$ cat config.mk
export PLATFORM = sky130hd
export DESIGN_NAME = seq_approx_mult_flat
export DESIGN_NICKNAME = d
export VERILOG_FILES = /design/src/rtl/seq_approx_mult_if.sv /design/src/rtl/seq_approx_mult.sv /design/src/flat_wrapper.sv
export SDC_FILE = /design/constraint.sdc
export NUM_CORES = 1
export LEC_CHECK = 0
export CAP_MARGIN = 20
export CELL_PAD_IN_SITES_DETAIL_PLACEMENT = 0
export CELL_PAD_IN_SITES_GLOBAL_PLACEMENT = 1
export CORE_ASPECT_RATIO = 1.1
export CORE_MARGIN = 4
export CORE_UTILIZATION = 38
export CTS_BUF_LIST = sky130_fd_sc_hd__clkbuf_4 sky130_fd_sc_hd__clkbuf_8 sky130_fd_sc_hd__clkbuf_16
export CTS_CLUSTER_SIZE = 12
export DETAILED_ROUTE_END_ITERATION = 10
export HOLD_SLACK_MARGIN = 0.06
export PLACE_DENSITY_LB_ADDON = 0.1
export SLEW_MARGIN = 10
export SYNTH_ARGS = -nofsm -noshare
export SYNTH_HDL_FRONTEND = slang
export SYNTH_SLANG_ARGS = --single-unit
$ cat constraint.sdc
create_clock -name clk -period 3.19 [get_ports clk]
set_input_delay 0.319 -clock clk [delete_from_list [all_inputs] [get_ports clk]]
set_output_delay 0.319 -clock clk [all_outputs]
set_load 0.02 [all_outputs]
$ cat src/rtl/seq_approx_mult_if.sv
// Operand/product handshake bundle for seq_approx_mult.
// The master drives operands and consumes products; the slave is the multiplier.
interface seq_approx_mult_if #(
    parameter int WIDTH = 8,
    parameter int KW    = $clog2(2*WIDTH+1)
);
    logic               in_valid;
    logic               in_ready;
    logic [WIDTH-1:0]   in_a;
    logic [WIDTH-1:0]   in_b;
    logic [KW-1:0]      in_k;
    logic               out_valid;
    logic               out_ready;
    logic [2*WIDTH-1:0] out_p;

    modport master (
        output in_valid, in_a, in_b, in_k, out_ready,
        input  in_ready, out_valid, out_p
    );

    modport slave (
        input  in_valid, in_a, in_b, in_k, out_ready,
        output in_ready, out_valid, out_p
    );
endinterface

$ cat src/rtl/seq_approx_mult.sv
// Iterative shift-add multiplier whose accumulator adder treats the low K columns
// with the approximate cell (S = ~X, no carry) and the rest as an exact ripple add.
module seq_approx_mult #(
    parameter int WIDTH = 8,
    parameter int KW    = $clog2(2*WIDTH+1)
) (
    input  logic          clk,
    input  logic          rst_n,
    seq_approx_mult_if.slave bus
);
    localparam int PW = 2*WIDTH;
    localparam int CW = $clog2(WIDTH);

    localparam logic [1:0] IDLE = 2'd0;
    localparam logic [1:0] BUSY = 2'd1;
    localparam logic [1:0] DONE = 2'd2;

    localparam logic [KW:0]   K_MAX = PW[KW:0];
    localparam logic [CW-1:0] LAST  = CW'(WIDTH-1);

    logic [1:0]       state;
    logic             ready_flag;
    logic [WIDTH-1:0] a_reg;
    logic [WIDTH-1:0] b_reg;
    logic [KW:0]      k_reg;
    logic [CW-1:0]    cnt;
    logic [PW-1:0]    p_reg;

    logic             accept_ok;
    logic [KW:0]      k_in;
    logic [PW-1:0]    addend;
    logic [PW-1:0]    approx_mask;
    logic [PW-1:0]    exact_sum;
    logic [PW-1:0]    hybrid_sum;

    assign accept_ok = (state == IDLE) && ready_flag;
    assign k_in      = ({1'b0, bus.in_k} > K_MAX) ? K_MAX : {1'b0, bus.in_k};

    // Masking both operands below K' zeroes those columns, so the exact part sees
    // carry-in 0 at column K' and the approximate columns contribute no carry.
    assign addend      = {{WIDTH{1'b0}}, a_reg} << cnt;
    assign approx_mask = ~({PW{1'b1}} << k_reg);
    assign exact_sum   = (p_reg & ~approx_mask) + (addend & ~approx_mask);
    assign hybrid_sum  = (~p_reg & approx_mask) | exact_sum;

    assign bus.in_ready  = accept_ok;
    assign bus.out_valid = (state == DONE);
    assign bus.out_p     = p_reg;

    always_ff @(posedge clk or negedge rst_n) begin
        if (!rst_n) begin
            state      <= IDLE;
            ready_flag <= 1'b0;
            a_reg      <= '0;
            b_reg      <= '0;
            k_reg      <= '0;
            cnt        <= '0;
            p_reg      <= '0;
        end else begin
            ready_flag <= 1'b1;
            case (state)
                IDLE: begin
                    if (bus.in_valid && accept_ok) begin
                        a_reg <= bus.in_a;
                        b_reg <= bus.in_b;
                        k_reg <= k_in;
                        cnt   <= '0;
                        p_reg <= '0;
                        state <= BUSY;
                    end
                end
                BUSY: begin
                    if (b_reg[cnt]) begin
                        p_reg <= hybrid_sum;
                    end
                    if (cnt == LAST) begin
                        state <= DONE;
                    end else begin
                        cnt <= cnt + 1'b1;
                    end
                end
                DONE: begin
                    if (bus.out_ready) begin
                        state <= IDLE;
                    end
                end
                default: state <= IDLE;
            endcase
        end
    end
endmodule
$ cat src/flat_wrapper.sv
// flat-port wrapper written by rule: the top's interface ports become plain ports
module seq_approx_mult_flat 
#(
    parameter int WIDTH = 8,
    parameter int KW    = $clog2(2*WIDTH+1)
)
  (clk, rst_n, bus_in_valid, bus_in_a, bus_in_b, bus_in_k, bus_out_ready, bus_in_ready, bus_out_valid, bus_out_p);
  seq_approx_mult_if #(.WIDTH(WIDTH), .KW(KW)) bus_i ();
  input  logic clk;
  input  logic rst_n;
  input wire logic [$bits(bus_i.in_valid)-1:0] bus_in_valid;
  input wire logic [$bits(bus_i.in_a)-1:0] bus_in_a;
  input wire logic [$bits(bus_i.in_b)-1:0] bus_in_b;
  input wire logic [$bits(bus_i.in_k)-1:0] bus_in_k;
  input wire logic [$bits(bus_i.out_ready)-1:0] bus_out_ready;
  output wire logic [$bits(bus_i.in_ready)-1:0] bus_in_ready;
  output wire logic [$bits(bus_i.out_valid)-1:0] bus_out_valid;
  output wire logic [$bits(bus_i.out_p)-1:0] bus_out_p;
  assign bus_i.in_valid = bus_in_valid;
  assign bus_i.in_a = bus_in_a;
  assign bus_i.in_b = bus_in_b;
  assign bus_i.in_k = bus_in_k;
  assign bus_i.out_ready = bus_out_ready;
  assign bus_in_ready = bus_i.in_ready;
  assign bus_out_valid = bus_i.out_valid;
  assign bus_out_p = bus_i.out_p;
  seq_approx_mult #(.WIDTH(WIDTH), .KW(KW)) u_core (.clk(clk), .rst_n(rst_n), .bus(bus_i));
endmodule
==> results.py, run 1 <==
metrics = {
    "outcome": {
        "status": "finished, final reports clean",
    },
    "global_route": {
        "antenna_found_initial": 0,
        "met3_usage": 0.0297,
        "grtUsageTotal": 0.181,
        "use_met1": 0.231,
        "grt_pass1_vias": 2833,
        "grt_pass1_wl_microns": 13900,
        "grt_max_degree": 44,
        "grt_use_met2": 0.320,
        "grt-ovfl-total": 0,
        "grt-busiest-layer": "met2",
    },
    "setup_path": {
        "path_max_fanout": 5,
        "path_class": "register to register",
        "worstSetupStartpointType": "register",
        "required_ns": 3.40,
        "reg2reg_slack_ns": 0.13,
        "arrival_ns": 3.27,
        "end_kind": "register",
    },
    "clock_network": {
        "cts_buffers": 5,
        "path_clk_slew_ns": 0.10,
        "clock_sinks": 43,
        "cts_buffer_depth": 2,
        "cts-root-buf": "clkbuf_8",
        "h-tree-depth": 2,
        "insertion_delay_ns": 0.31,
        "cts_tree": "done",
    },
    "floorplanning": {
        "core_area_sq_um": 7960,
        "dieArea_sq_um": 9750,
        "start_util": 0.393,
        "die_h_microns": 103,
        "row_count": 34,
        "die_w_microns": 94.5,
        "pin_count": 43,
    },
    "finish": {
        "area_growth_pct": 34.1,
        "final_layout_size_suffix_gt1_frac": 0.248,
        "antenna_cells": 0,
        "nNetsFinal": 461,
        "fin_cells": 527,
        "largest_register_ffs": 16,
    },
    "placement": {
        "dpl.cell_count": 510,
        "portBuffers": 42,
        "hpwlAfterDp_microns": 6330,
        "place_congestion": 0.899,
    },
    "synthesis": {
        "ys_seq_area_frac": 0.344,
        "syn_nets": 385,
        "synth_top_cell_by_area": "dfrtp_1",
        "synth_area_sq_um": 3130,
        "syn_avg_cell_area_sq_um": 9.15,
        "synth.top_cell.area_share": 0.344,
        "synth_edf_count": 0,
        "ys_ff_latch": 43,
        "netlist_top_cells_count": "dfrtp_1, o21ai_0, nand2_1, mux2_2, nor2_1",
        "synthArstFlopShare": 1.00,
        "yosys.cell_count.top_type": "dfrtp_1",
        "synth.distinct_cells": 57,
        "synth_area_leaders": "dfrtp_1, mux2_2, ha_1",
        "yosys_warnings": 0,
        "synth_ff_type": "dfrtp_1",
        "syn_inst": 342,
    },
    "detailed_routing": {
        "drtIter0Drc": 132,
        "drt_drc_violations_left": 0,
        "dr.pass1.iters": 4,
        "vias": 2833,
        "wl_per_cell_microns": 16.0,
        "ant_nets": 0,
        "postRouteWirelength_microns": 8410,
        "via_per_inst": 5.38,
    },
    "sta": {
        "fmax_mhz": 327,
        "rsz0062_at_grt": "true",
        "hold-worst-slack_ns": 0.511,
        "setup_viol": 0,
        "drv_slew": 0,
        "timing.final.crit_period_ns": 3.06,
        "final.setup_skew_ns": 0.00975,
        "finalHoldViolCount": 0,
        "slew_headroom": 0.618,
        "post-route-period-util": 0.960,
        "worst_slew_pin_slew_ns": 0.573,
        "finalSetupTns_ns": 0,
    },
    "pwr": {
        "p_per_area_nw_per_um2": 1120,
        "vdd_ir_drop_max_v": 0.000553,
        "leakage_nw": 1.89,
    },
    "flow_run": {
        "maxCapViolations": 0,
    },
    "worst_hold_path": {
        "min_path_type": "input pin to async pin",
    },
}
## report_power, final
part	switching (mW)	internal (mW)
registers	0.246	0.814
logic	1.63	1.54
clock network	0.232	0.238
## worst max-delay path: stages, from the launching register on
cell and delay (ns):
dfrtp_2 0.44, buf_4 0.17, buf_4 0.15, mux2i_2 0.20
mux2i_1 0.13, mux2i_1 0.20, nor2b_1 0.07, ha_1 0.37
o21ai_1 0.11, a21oi_2 0.14, nand4_1 0.17, a311o_1 0.38
xor2_1 0.14, o21ai_0 0.10, a22o_1 0.20
## metal layers
layer	vias up	routed length [microns]
li1	1406	-
met1	1351	3820
met2	64	4100
met3	12	360
met4	0	141
met5	-	0
## cell type report
cell class / count / area (sq um)
clock buffers: 5 / 68.8
clock inverters: 3 / 47.5
fillers: 769 / 3760
inverters: 13 / 48.8
multi-input cells: 268 / 2040
flip-flops and latches: 43 / 1080
well taps: 108 / 135
repair buffers: 87 / 776
## layout by cell type, fill, tap and decap left out, drive strengths merged, types with 6 or more instances in the layout
| master | instances |
|---|---|
| o21ai | 29 |
| a22o | 10 |
| ha | 17 |
| clkdlybuf4s50 | 41 |
| dfrtp | 43 |
| mux2 | 21 |
| a21o | 6 |
| a21oi | 21 |
| and2 | 13 |
| mux2i | 14 |
| buf | 45 |
| nor2 | 21 |
| nor3 | 12 |
| nand3b | 6 |
| inv | 14 |
| nand2 | 26 |
## final timing paths
kind / start / endpoint / depth (start not counted)
worst max register to register: u_core.cnt[1]$_DFFE_PN0P_ / u_core.bus.out_p[12]$_DFFE_PN0P_ / 14
min in group clk: u_core.b_reg[4]$_DFFE_PN0P_ / u_core.b_reg[4]$_DFFE_PN0P_ / 1
worst min register to register: u_core.b_reg[4]$_DFFE_PN0P_ / u_core.b_reg[4]$_DFFE_PN0P_ / 1
worst min-delay path: rst_n / u_core.b_reg[3]$_DFFE_PN0P_ / 2
max in group asynchronous: rst_n / u_core.cnt[1]$_DFFE_PN0P_ / 3
worst max-delay path: u_core.cnt[1]$_DFFE_PN0P_ / u_core.bus.out_p[12]$_DFFE_PN0P_ / 14
## cells by family (layout without fill, tap and decap cells)
| kind of cell | after synthesis | count (layout) | share of synthesized area |
|---|---|---|---|
| multiplexers | 36 | 36 | 0.128 |
| AND/OR/NAND/NOR | 110 | 110 | 0.188 |
| AO/OA/AOI/OAI | 93 | 93 | 0.196 |
| flip-flops | 43 | 43 | 0.344 |
| buffers and inverters | 31 | 108 | 0.0412 |
| XOR/XNOR | 10 | 10 | 0.0280 |
| adder cells (fa/ha/maj) | 18 | 18 | 0.0744 |
| other | 1 | 1 | 0.00120 |
## timing repair
item                                    4_1_cts  5_1_grt
buffers inserted                              3        4
pin swaps                                     2        7
endpoints found under the setup margin        3        5
resized for setup                             6       22
hold buffers                                  0        1
endpoints found under the hold margin         0       19
## metrics by stage
stage                     area (sq um)  setup WS [ns]  power (mW)  utilization
after CTS                         4050        -0.0143        4.54        0.509
after detailed placement          3880        -0.0914        4.00        0.488
final                             4200          0.128        4.70        0.527
after global placement            3880        -0.0946        3.98        0.488
after global routing              4200        -0.0418        5.11        0.527
after floorplan                   3140         0.0130        2.97            -
Power figures use the tool's default switching activity.
==> run 2: changes to the inputs <==
- SKIP_CTS_REPAIR_TIMING: default -> 1
==> results.py, run 2 (synthesis results as in run 1) <==
metrics = {
    "global_route": {
        "grt_pass1_vias": 2807,
        "grt_use_met2": 0.317,
        "met3_usage": 0.0289,
        "use_met1": 0.228,
        "grt_pass1_wl_microns": 13700,
        "grt-busiest-layer": "met2",
        "antenna_found_initial": 0,
        "grt-ovfl-total": 0,
        "grtUsageTotal": 0.178,
        "grt_max_degree": 44,
    },
    "clock_network": {
        "cts-root-buf": "clkbuf_8",
        "h-tree-depth": 2,
        "path_clk_slew_ns": 0.10,
        "clock_sinks": 43,
        "cts_tree": "done",
        "cts_buffers": 5,
        "cts_buffer_depth": 2,
        "insertion_delay_ns": 0.31,
    },
    "sta": {
        "timing.final.crit_period_ns": 3.10,
        "rsz0062_at_grt": "true",
        "fmax_mhz": 322,
        "layout_setup_ws_ns": 0.0868,
        "final.setup_skew_ns": 0.00996,
        "drv_slew": 0,
        "setup_viol": 0,
        "worst_slew_pin_slew_ns": 0.564,
        "slew_headroom": 0.624,
        "post-route-period-util": 0.973,
        "finalHoldViolCount": 0,
    },
    "detailed_routing": {
        "drtIter0Drc": 128,
        "drt_drc_violations_left": 0,
        "wl_per_cell_microns": 15.9,
        "dr.pass1.iters": 4,
        "ant_nets": 0,
        "via_per_inst": 5.28,
        "vias": 2774,
        "postRouteWirelength_microns": 8330,
    },
    "finish": {
        "area_growth_pct": 34.6,
        "mostFrequentLayoutCells": "clkdlybuf4s50_1, buf_4, dfrtp_1",
        "antenna_cells": 0,
        "nNetsFinal": 459,
        "final_layout_size_suffix_gt1_frac": 0.249,
        "fillers": 764,
        "largest_register_ffs": 16,
        "fin_cells": 525,
    },
    "placement": {
        "place_congestion": 0.899,
        "portBuffers": 42,
        "dpl.cell_count": 510,
        "post-place-ws_ns": -0.0914,
        "hpwlAfterDp_microns": 6330,
    },
    "setup_path": {
        "max_stage_delay_ns": 0.57,
        "path_max_fanout": 5,
        "end_kind": "register",
        "crit_family": "compound AO/OA/AOI/OAI gates",
        "r2r_end": "u_core.bus.out_p[12]$_DFFE_PN0P_",
        "path_class": "register to register",
        "reg2reg_slack_ns": 0.09,
        "reg2reg_depth": 11,
        "timing.rr.start": "u_core.cnt[0]$_DFFE_PN0P_",
        "crit_buf_inv": 0,
        "arrival_ns": 3.31,
        "worstSetupStartpointType": "register",
        "slowest_stage": "or4b_4",
        "path_cells": "or4b_4 -> nor3_4 -> ha_4 -> fa_2 -> a21oi_4 -> o211ai_1 -> nand4_1 -> a311o_1 -> xor2_1 -> o21ai_1 -> a22o_1",
        "required_ns": 3.40,
    },
    "floorplanning": {
        "pin_count": 43,
        "die_w_microns": 94.5,
        "start_util": 0.393,
        "die_h_microns": 103,
        "core_area_sq_um": 7960,
        "dieArea_sq_um": 9750,
        "row_count": 34,
    },
    "pwr": {
        "p_per_area_nw_per_um2": 1110,
        "vdd_ir_drop_max_v": 0.000538,
        "leakage_nw": 1.88,
    },
    "outcome": {
        "status": "finished, final reports clean",
    },
    "worst_hold_path": {
        "min_path_type": "input pin to async pin",
    },
    "flow_run": {
        "maxCapViolations": 0,
    },
}
## run 2: changes by cell type in the layout (fill, tap and decap cells not counted), sizes merged
| cell | previous run | this run |
|---|---|---|
| buf | 45 | 43 |
## run 2: layout make-up
cell class,count,area (sq um),area share
Clock inverter,3,47.5,0.0113
Timing Repair Buffer,85,761,0.181
Sequential cell,43,1080,0.256
Multi-Input combinational cell,268,2070,0.492
Clock buffer,5,68.8,0.0163
Inverter,13,48.8,0.0116
Tap cell,108,135,0.0321
## run 2: metal layers
layer  up-vias  wire, microns  part of all wire
met4         0            133             0.016
met1      1307           3840              0.46
li1       1405              -                 -
met5         -              0                 0
met2        50           4060              0.49
met3        12            299             0.036
## run 2: worst reg2reg max path: cells and delay by family, from the launching register on
family,cells,cell delay [ns]
compound gates,5,1.03
xor+xnor,1,0.17
fa+ha+maj,2,0.41
flops,1,0.45
simple gates,3,0.96
## run 2: worst max-delay path by stage
stage                                      from                                to  slack (ns)  depth (start not counted)
finish                u_core.cnt[0]$_DFFE_PN0P_  u_core.bus.out_p[12]$_DFFE_PN0P_        0.09                         11
global placement      u_core.cnt[0]$_DFFE_PN0P_  u_core.bus.out_p[12]$_DFFE_PN0P_       -0.09                         11
detailed placement    u_core.cnt[0]$_DFFE_PN0P_  u_core.bus.out_p[12]$_DFFE_PN0P_       -0.09                         11
CTS                   u_core.cnt[0]$_DFFE_PN0P_  u_core.bus.out_p[12]$_DFFE_PN0P_       -0.12                         11
global route          u_core.cnt[1]$_DFFE_PN0P_  u_core.bus.out_p[12]$_DFFE_PN0P_       -0.07                         13
floorplan           u_core.k_reg[4]$_DFFE_PN0P_  u_core.bus.out_p[15]$_DFFE_PN0P_        0.01                         13
## run 2: stage by stage
step	setup TNS, ns	hold WS [ns]	power (mW)	util	cell area (sq um)
5_1_grt	-0.204	0.545	5.09	0.529	4210
4_1_cts	-0.277	0.200	4.49	0.503	4000
3_5_place_dp	-0.159	0.498	4.00	0.488	3880
6_report	0	0.510	4.68	0.529	4210
2_1_floorplan	0	0.0234	2.97	-	3140
3_3_place_gp	-0.236	0.487	3.98	0.488	3880
## run 2: report_power, final
group          internal [mW]  leakage (nW)  switching [mW]
registers              0.814         0.527           0.251
clock network          0.238        0.0587           0.228
logic                   1.53          1.29            1.62
total                   2.58          1.88            2.10
